===== src/rtl/label_reg_ctrl_if.sv =====
// label_reg_ctrl_if: groups the loader/core request channels, the clear request and the register-file write port
// slave: the controller side (takes requests, drives readies, rf_* writes and status)
// master: the requester/register-file side
interface label_reg_ctrl_if #(parameter int SEL_WIDTH = 6, parameter int D_WIDTH = 12);
  logic                 ld_valid_i;
  logic [SEL_WIDTH-1:0] ld_addr_i;
  logic [D_WIDTH-1:0]   ld_data_i;
  logic                 ld_ready_o;
  logic                 cpu_valid_i;
  logic [SEL_WIDTH-1:0] cpu_addr_i;
  logic [D_WIDTH-1:0]   cpu_data_i;
  logic                 cpu_ready_o;
  logic                 clear_req_i;
  logic                 rf_wen_o;
  logic [SEL_WIDTH-1:0] rf_wa_o;
  logic [D_WIDTH-1:0]   rf_wd_o;
  logic                 busy_o;
  logic                 init_done_o;
  logic                 err_o;
  modport slave (
    input  ld_valid_i, ld_addr_i, ld_data_i, cpu_valid_i, cpu_addr_i, cpu_data_i, clear_req_i,
    output ld_ready_o, cpu_ready_o, rf_wen_o, rf_wa_o, rf_wd_o, busy_o, init_done_o, err_o
  );
  modport master (
    output ld_valid_i, ld_addr_i, ld_data_i, cpu_valid_i, cpu_addr_i, cpu_data_i, clear_req_i,
    input  ld_ready_o, cpu_ready_o, rf_wen_o, rf_wa_o, rf_wd_o, busy_o, init_done_o, err_o
  );
endinterface


===== src/rtl/label_reg_ctrl.sv =====
// label_reg_ctrl: clears all label registers after reset or on request, then round-robins loader/core writes
// clk, reset_i (sync, active-high); bus: label_reg_ctrl_if slave modport
module label_reg_ctrl #(
  parameter int NUM_REG   = 16,
  parameter int SEL_WIDTH = 6,
  parameter int D_WIDTH   = 12
) (
  input  logic            clk,
  input  logic            reset_i,
  label_reg_ctrl_if.slave bus
);
  localparam logic [SEL_WIDTH-1:0] LAST = SEL_WIDTH'(NUM_REG - 1);
  typedef enum logic {CLEAR, ARB} state_t;
  state_t               r_state, w_state_nxt;
  logic [SEL_WIDTH-1:0] r_cnt, r_wa, w_addr;
  logic [D_WIDTH-1:0]   r_wd, w_data;
  logic                 r_wen, r_err, r_init, r_ld_pri;
  logic                 w_arb, w_ld_rdy, w_cpu_rdy, w_acc, w_oor, w_clr_last;
  // r_ld_pri: loader wins a tie; set whenever the core was the last one granted
  always_comb begin
    w_arb       = r_state == ARB && !reset_i && !bus.clear_req_i;
    w_ld_rdy    = w_arb && bus.ld_valid_i && (!bus.cpu_valid_i || r_ld_pri);
    w_cpu_rdy   = w_arb && bus.cpu_valid_i && (!bus.ld_valid_i || !r_ld_pri);
    w_acc       = w_ld_rdy || w_cpu_rdy;
    w_addr      = w_ld_rdy ? bus.ld_addr_i : bus.cpu_addr_i;
    w_data      = w_ld_rdy ? bus.ld_data_i : bus.cpu_data_i;
    w_oor       = w_addr > LAST;
    w_clr_last  = r_state == CLEAR && r_cnt == LAST;
    w_state_nxt = r_state == CLEAR ? (w_clr_last ? ARB : CLEAR) : (bus.clear_req_i ? CLEAR : ARB);
  end
  always_ff @(posedge clk) begin
    if (reset_i) r_state <= CLEAR;
    else         r_state <= w_state_nxt;
  end
  always_ff @(posedge clk) begin
    if (reset_i) begin
      r_cnt    <= '0;
      r_ld_pri <= 1'b1;
      r_wen    <= 1'b0;
      r_wa     <= '0;
      r_wd     <= '0;
      r_err    <= 1'b0;
      r_init   <= 1'b0;
    end else if (r_state == CLEAR) begin
      r_wen  <= 1'b1;
      r_wa   <= r_cnt;
      r_wd   <= '0;
      r_cnt  <= w_clr_last ? '0 : r_cnt + 1'b1;
      r_init <= r_init || w_clr_last;
    end else if (bus.clear_req_i) begin
      r_wen <= 1'b0;
      r_cnt <= '0;
      r_err <= 1'b0;
    end else begin
      r_wen <= w_acc && !w_oor;
      if (w_acc && !w_oor) begin
        r_wa <= w_addr;
        r_wd <= w_data;
      end
      if (w_acc) begin
        r_err    <= r_err || w_oor;
        r_ld_pri <= w_cpu_rdy;
      end
    end
  end
  assign bus.ld_ready_o  = w_ld_rdy;
  assign bus.cpu_ready_o = w_cpu_rdy;
  assign bus.rf_wen_o    = r_wen;
  assign bus.rf_wa_o     = r_wa;
  assign bus.rf_wd_o     = r_wd;
  assign bus.busy_o      = r_state == CLEAR;
  assign bus.init_done_o = r_init;
  assign bus.err_o       = r_err;
endmodule


===== src/flat_wrapper.sv =====
// flat-port wrapper written by rule: the top's interface ports become plain ports
module label_reg_ctrl_flat 
#(
  parameter int NUM_REG   = 16,
  parameter int SEL_WIDTH = 6,
  parameter int D_WIDTH   = 12
)
  (clk, reset_i, bus_ld_valid_i, bus_ld_addr_i, bus_ld_data_i, bus_cpu_valid_i, bus_cpu_addr_i, bus_cpu_data_i, bus_clear_req_i, bus_ld_ready_o, bus_cpu_ready_o, bus_rf_wen_o, bus_rf_wa_o, bus_rf_wd_o, bus_busy_o, bus_init_done_o, bus_err_o);
  label_reg_ctrl_if #(.SEL_WIDTH(SEL_WIDTH), .D_WIDTH(D_WIDTH)) bus_i ();
  input  logic clk;
  input  logic reset_i;
  input wire logic [$bits(bus_i.ld_valid_i)-1:0] bus_ld_valid_i;
  input wire logic [$bits(bus_i.ld_addr_i)-1:0] bus_ld_addr_i;
  input wire logic [$bits(bus_i.ld_data_i)-1:0] bus_ld_data_i;
  input wire logic [$bits(bus_i.cpu_valid_i)-1:0] bus_cpu_valid_i;
  input wire logic [$bits(bus_i.cpu_addr_i)-1:0] bus_cpu_addr_i;
  input wire logic [$bits(bus_i.cpu_data_i)-1:0] bus_cpu_data_i;
  input wire logic [$bits(bus_i.clear_req_i)-1:0] bus_clear_req_i;
  output wire logic [$bits(bus_i.ld_ready_o)-1:0] bus_ld_ready_o;
  output wire logic [$bits(bus_i.cpu_ready_o)-1:0] bus_cpu_ready_o;
  output wire logic [$bits(bus_i.rf_wen_o)-1:0] bus_rf_wen_o;
  output wire logic [$bits(bus_i.rf_wa_o)-1:0] bus_rf_wa_o;
  output wire logic [$bits(bus_i.rf_wd_o)-1:0] bus_rf_wd_o;
  output wire logic [$bits(bus_i.busy_o)-1:0] bus_busy_o;
  output wire logic [$bits(bus_i.init_done_o)-1:0] bus_init_done_o;
  output wire logic [$bits(bus_i.err_o)-1:0] bus_err_o;
  assign bus_i.ld_valid_i = bus_ld_valid_i;
  assign bus_i.ld_addr_i = bus_ld_addr_i;
  assign bus_i.ld_data_i = bus_ld_data_i;
  assign bus_i.cpu_valid_i = bus_cpu_valid_i;
  assign bus_i.cpu_addr_i = bus_cpu_addr_i;
  assign bus_i.cpu_data_i = bus_cpu_data_i;
  assign bus_i.clear_req_i = bus_clear_req_i;
  assign bus_ld_ready_o = bus_i.ld_ready_o;
  assign bus_cpu_ready_o = bus_i.cpu_ready_o;
  assign bus_rf_wen_o = bus_i.rf_wen_o;
  assign bus_rf_wa_o = bus_i.rf_wa_o;
  assign bus_rf_wd_o = bus_i.rf_wd_o;
  assign bus_busy_o = bus_i.busy_o;
  assign bus_init_done_o = bus_i.init_done_o;
  assign bus_err_o = bus_i.err_o;
  label_reg_ctrl #(.NUM_REG(NUM_REG), .SEL_WIDTH(SEL_WIDTH), .D_WIDTH(D_WIDTH)) u_core (.clk(clk), .reset_i(reset_i), .bus(bus_i));
endmodule

===== config.mk =====
export PLATFORM = sky130hd
export DESIGN_NAME = label_reg_ctrl_flat
export DESIGN_NICKNAME = d
export VERILOG_FILES = /design/src/rtl/label_reg_ctrl_if.sv /design/src/rtl/label_reg_ctrl.sv /design/src/flat_wrapper.sv
export SDC_FILE = /design/constraint.sdc
export NUM_CORES = 1
export LEC_CHECK = 0
export ABC_AREA = 1
export CORE_ASPECT_RATIO = 0.7
export CORE_MARGIN = 2
export CORE_UTILIZATION = 45
export CTS_CLUSTER_DIAMETER = 30
export DETAILED_ROUTE_END_ITERATION = 7
export GPL_TIMING_DRIVEN = 0
export PLACE_DENSITY = 0.95
export REMOVE_ABC_BUFFERS = 1
export SYNTH_ARGS = -nofsm -noshare
export SYNTH_HDL_FRONTEND = slang
export SYNTH_SLANG_ARGS = --single-unit
export TNS_END_PERCENT = 10

===== constraint.sdc =====
create_clock -name clk -period 2.9 [get_ports clk]
set_input_delay 0.29 -clock clk [delete_from_list [all_inputs] [get_ports clk]]
set_output_delay 0.29 -clock clk [all_outputs]
set_load 0.05 [all_outputs]

==> results.json <==
{
  "outcome": "complete, no violations",
  "start_kind": "input port",
  "syn_avg_cell_area_um2": 6.83,
  "fin_util_pct": 70.3,
  "num_io_pins": 65,
  "post-place-ws_ns": -0.350,
  "critPathMaxStageDelay_ns": 0.55,
  "max_freq_mhz": 371,
  "root_buffer": "clkbuf_8",
  "criticalPathCategory": "in2out",
  "crit_path_top_delay_cell": "dlygate4sd2_1",
  "grt_pass1_wl_um": 6440,
  "min_path_type": "reg2reg",
  "syn_inst": 214,
  "ys_types": 28,
  "die_h_um": 51.7,
  "cp.required_ns": 2.61,
  "min_period_ns": 2.69,
  "vias_per_cell": 4.88,
  "worstPathArrival_ns": 2.40,
  "drt_first_pass_iters": 4,
  "dp_hpwl_um": 2840,
  "ys_async_sr_fraction_pct": 0,
  "antenna_found_initial": 0,
  "synth_seq_area_share_pct": 39.7,
  "drv_slew": 0,
  "ys_ff_latch": 29,
  "max-cap-violations": 0,
  "routabilityCongestion": 0.826,
  "critPathBufInv": 4,
  "cts.clk_slew.worst_paths_ns": 0.06,
  "nets": 323,
  "rsz0062_at_grt": "false",
  "cellPowerDensity_mw_per_mm2": 372,
  "final_layout_size_suffix_gt1_share_pct": 9.29,
  "numCtsBuffers": 5,
  "fin_skew_ns": 0.00375,
  "hold_viol": 0,
  "num_vias": 1553,
  "drt-wirelength-per-cell_um": 12.6,
  "crit_path_end_kind": "output pin",
  "drc": 0,
  "htree_num_levels": 2,
  "leakage_nw": 0.933,
  "cp_top_family": "buffers and inverters",
  "coreArea_mm2": 0.00313,
  "synth_edf_count": 0,
  "fin_ws_ns": 0.208,
  "relSlewSlack_pct": 64.7,
  "cts_sinks": 29,
  "diodes": 0,
  "irDropWorstVdd_mv": 0.266,
  "ys.flop_type": "dfxtp_1",
  "grt.total_usage_pct": 22.7,
  "design_area_mm2": 0.00220,
  "setup_viol": 0,
  "cp_max_fo": 23,
  "row_count": 17,
  "crit_chain": "clkdlybuf4s50_1 > inv_4 > nand2_4 > nor2_8 > nand2_2 > clkinvlp_4 > dlygate4sd2_1",
  "dieWidth_um": 72.1,
  "drt-initial-drc-count": 75,
  "whs_ns": 0.473,
  "synth_warnings": 0,
  "grt_max_degree": 24,
  "area_growth_pct": 50.5,
  "worst_pin_slew_ns": 0.529,
  "synthesis.area_mm2": 0.00146,
  "synth_area_leaders": "dfxtp_1 (40%), nand2_1 (17%), nor2_1 (8.5%)",
  "grt_pass1_vias": 1422,
  "fin_crit_sh_pct": 92.8,
  "finalWirelength_um": 4010,
  "overflow": 0,
  "placed_area_mm2": 0.00209,
  "clock_path_buffers": 2,
  "cts_tree": "yes",
  "netlist_top_cells_count": "nand2_1 (67), nor2_1 (33), dfxtp_1 (29), inv_1 (15), o21ai_0 (11)",
  "start_util_pct": 46.7,
  "synth.top_cell.area_share_pct": 39.7,
  "synth_area_leader_cell": "dfxtp_1",
  "postRouteAntennaNets": 0,
  "die_area_mm2": 0.00373,
  "portBuffers": 64,
  "fill_cells": 256,
  "clock_latency_ns": 0.28,
  "synth_most_common_cell": "nand2_1"
}
==> what timing repair did <==
item / in CTS / in global routing
buffers inserted: 0 / 4
hold buffers: 0 / 0
setup endpoints to repair: 1 / 1
gates resized for setup: 2 / 0
==> state kept, by name, indices dropped and copies added, names as in the netlist <==
register and flops:
u_core.bus.err_o 1, u_core.r_ld_pri 1, u_core.r_cnt 6, u_core.bus.rf_wd_o 12
u_core.bus.rf_wen_o 1, u_core.r_state 1, u_core.bus.rf_wa_o 6, u_core.bus.init_done_o 1
==> kinds of logic (layout without fill, tap and decap cells) <==
logic type      count (synthesis)  after routing  share of synthesized area, %
fa+ha+maj                       1              1                         0.856
buf+inv                        26             92                          8.65
xor+xnor                        3              3                          1.80
compound gates                 32             32                          12.7
simple gates                  123            123                          36.3
flops                          29             29                          39.7
==> worst min-delay path, stage by stage, from the launching register on <==
cell and delay (ns):
dfxtp_1 0.31, nand2_2 0.07, a21oi_2 0.05
==> metal layers <==
metal	vias up	track usage (%)	routed length, um	share of wire (%)
met1	672	29.1	1750	44
met2	64	35.6	1820	45
li1	805	-	-	-
met5	-	0	0	0
met3	12	6.59	344	8.6
met4	0	10.1	93	2.3
==> cell type report <==
cell class | count | area (um^2) | share of cell area (%)
inverter | 18 | 73.8 | 3.36
clock buffer | 5 | 68.8 | 3.13
sequential | 29 | 581 | 26.4
tap | 38 | 47.5 | 2.16
multi-input combinational | 159 | 754 | 34.3
clock inverter | 1 | 5.00 | 0.228
timing repair buffer | 68 | 669 | 30.4
==> path summary, 6_finish.rpt <==
| kind | from | endpoint | slack [ns] | depth (start not counted) |
|---|---|---|---|---|
| max reg2reg | u_core.r_state$_SDFF_PP0_ | u_core.bus.rf_wd_o[10]$_SDFFE_PP0P_ | 0.52 | 9 |
| min reg2reg | u_core.bus.rf_wd_o[1]$_SDFFE_PP0P_ | u_core.bus.rf_wd_o[1]$_SDFFE_PP0P_ | 0.47 | 2 |
| max | reset_i | bus_ld_ready_o | 0.21 | 7 |
| min | u_core.bus.rf_wd_o[1]$_SDFFE_PP0P_ | u_core.bus.rf_wd_o[1]$_SDFFE_PP0P_ | 0.47 | 2 |
==> power by group <==
group / internal, mW / switching [mW] / total [mW]
Clock: 0.157 / 0.142 / 0.300
Combinational: 0.0663 / 0.0415 / 0.108
Sequential: 0.405 / 0.00548 / 0.411
Total: 0.629 / 0.189 / 0.818
==> stage by stage <==
stage                     setup TNS, ns  power [mW]  instances
after floorplan                       0       0.458        206
after detailed placement         -0.350       0.526        308
after global placement           -0.309       0.523        308
after CTS                             0       0.825        314
after global routing                  0       0.848        318
final                                 0       0.818        318
==> placed cells by master (no fill, tap or decap), types with 2 or more instances in the layout <==
cell,count
nor2_1,33
o21ai_0,11
clkbuf_8,5
xor2_1,2
nand3b_1,4
o21ai_1,7
nand2_2,7
nand3_1,9
inv_2,2
nand2_1,67
a21oi_2,3
buf_4,4
clkdlybuf4s50_1,63
o22ai_1,3
inv_1,14
dfxtp_1,29
a21oi_1,5
Note: power is estimated with default switching activity, not from simulation.
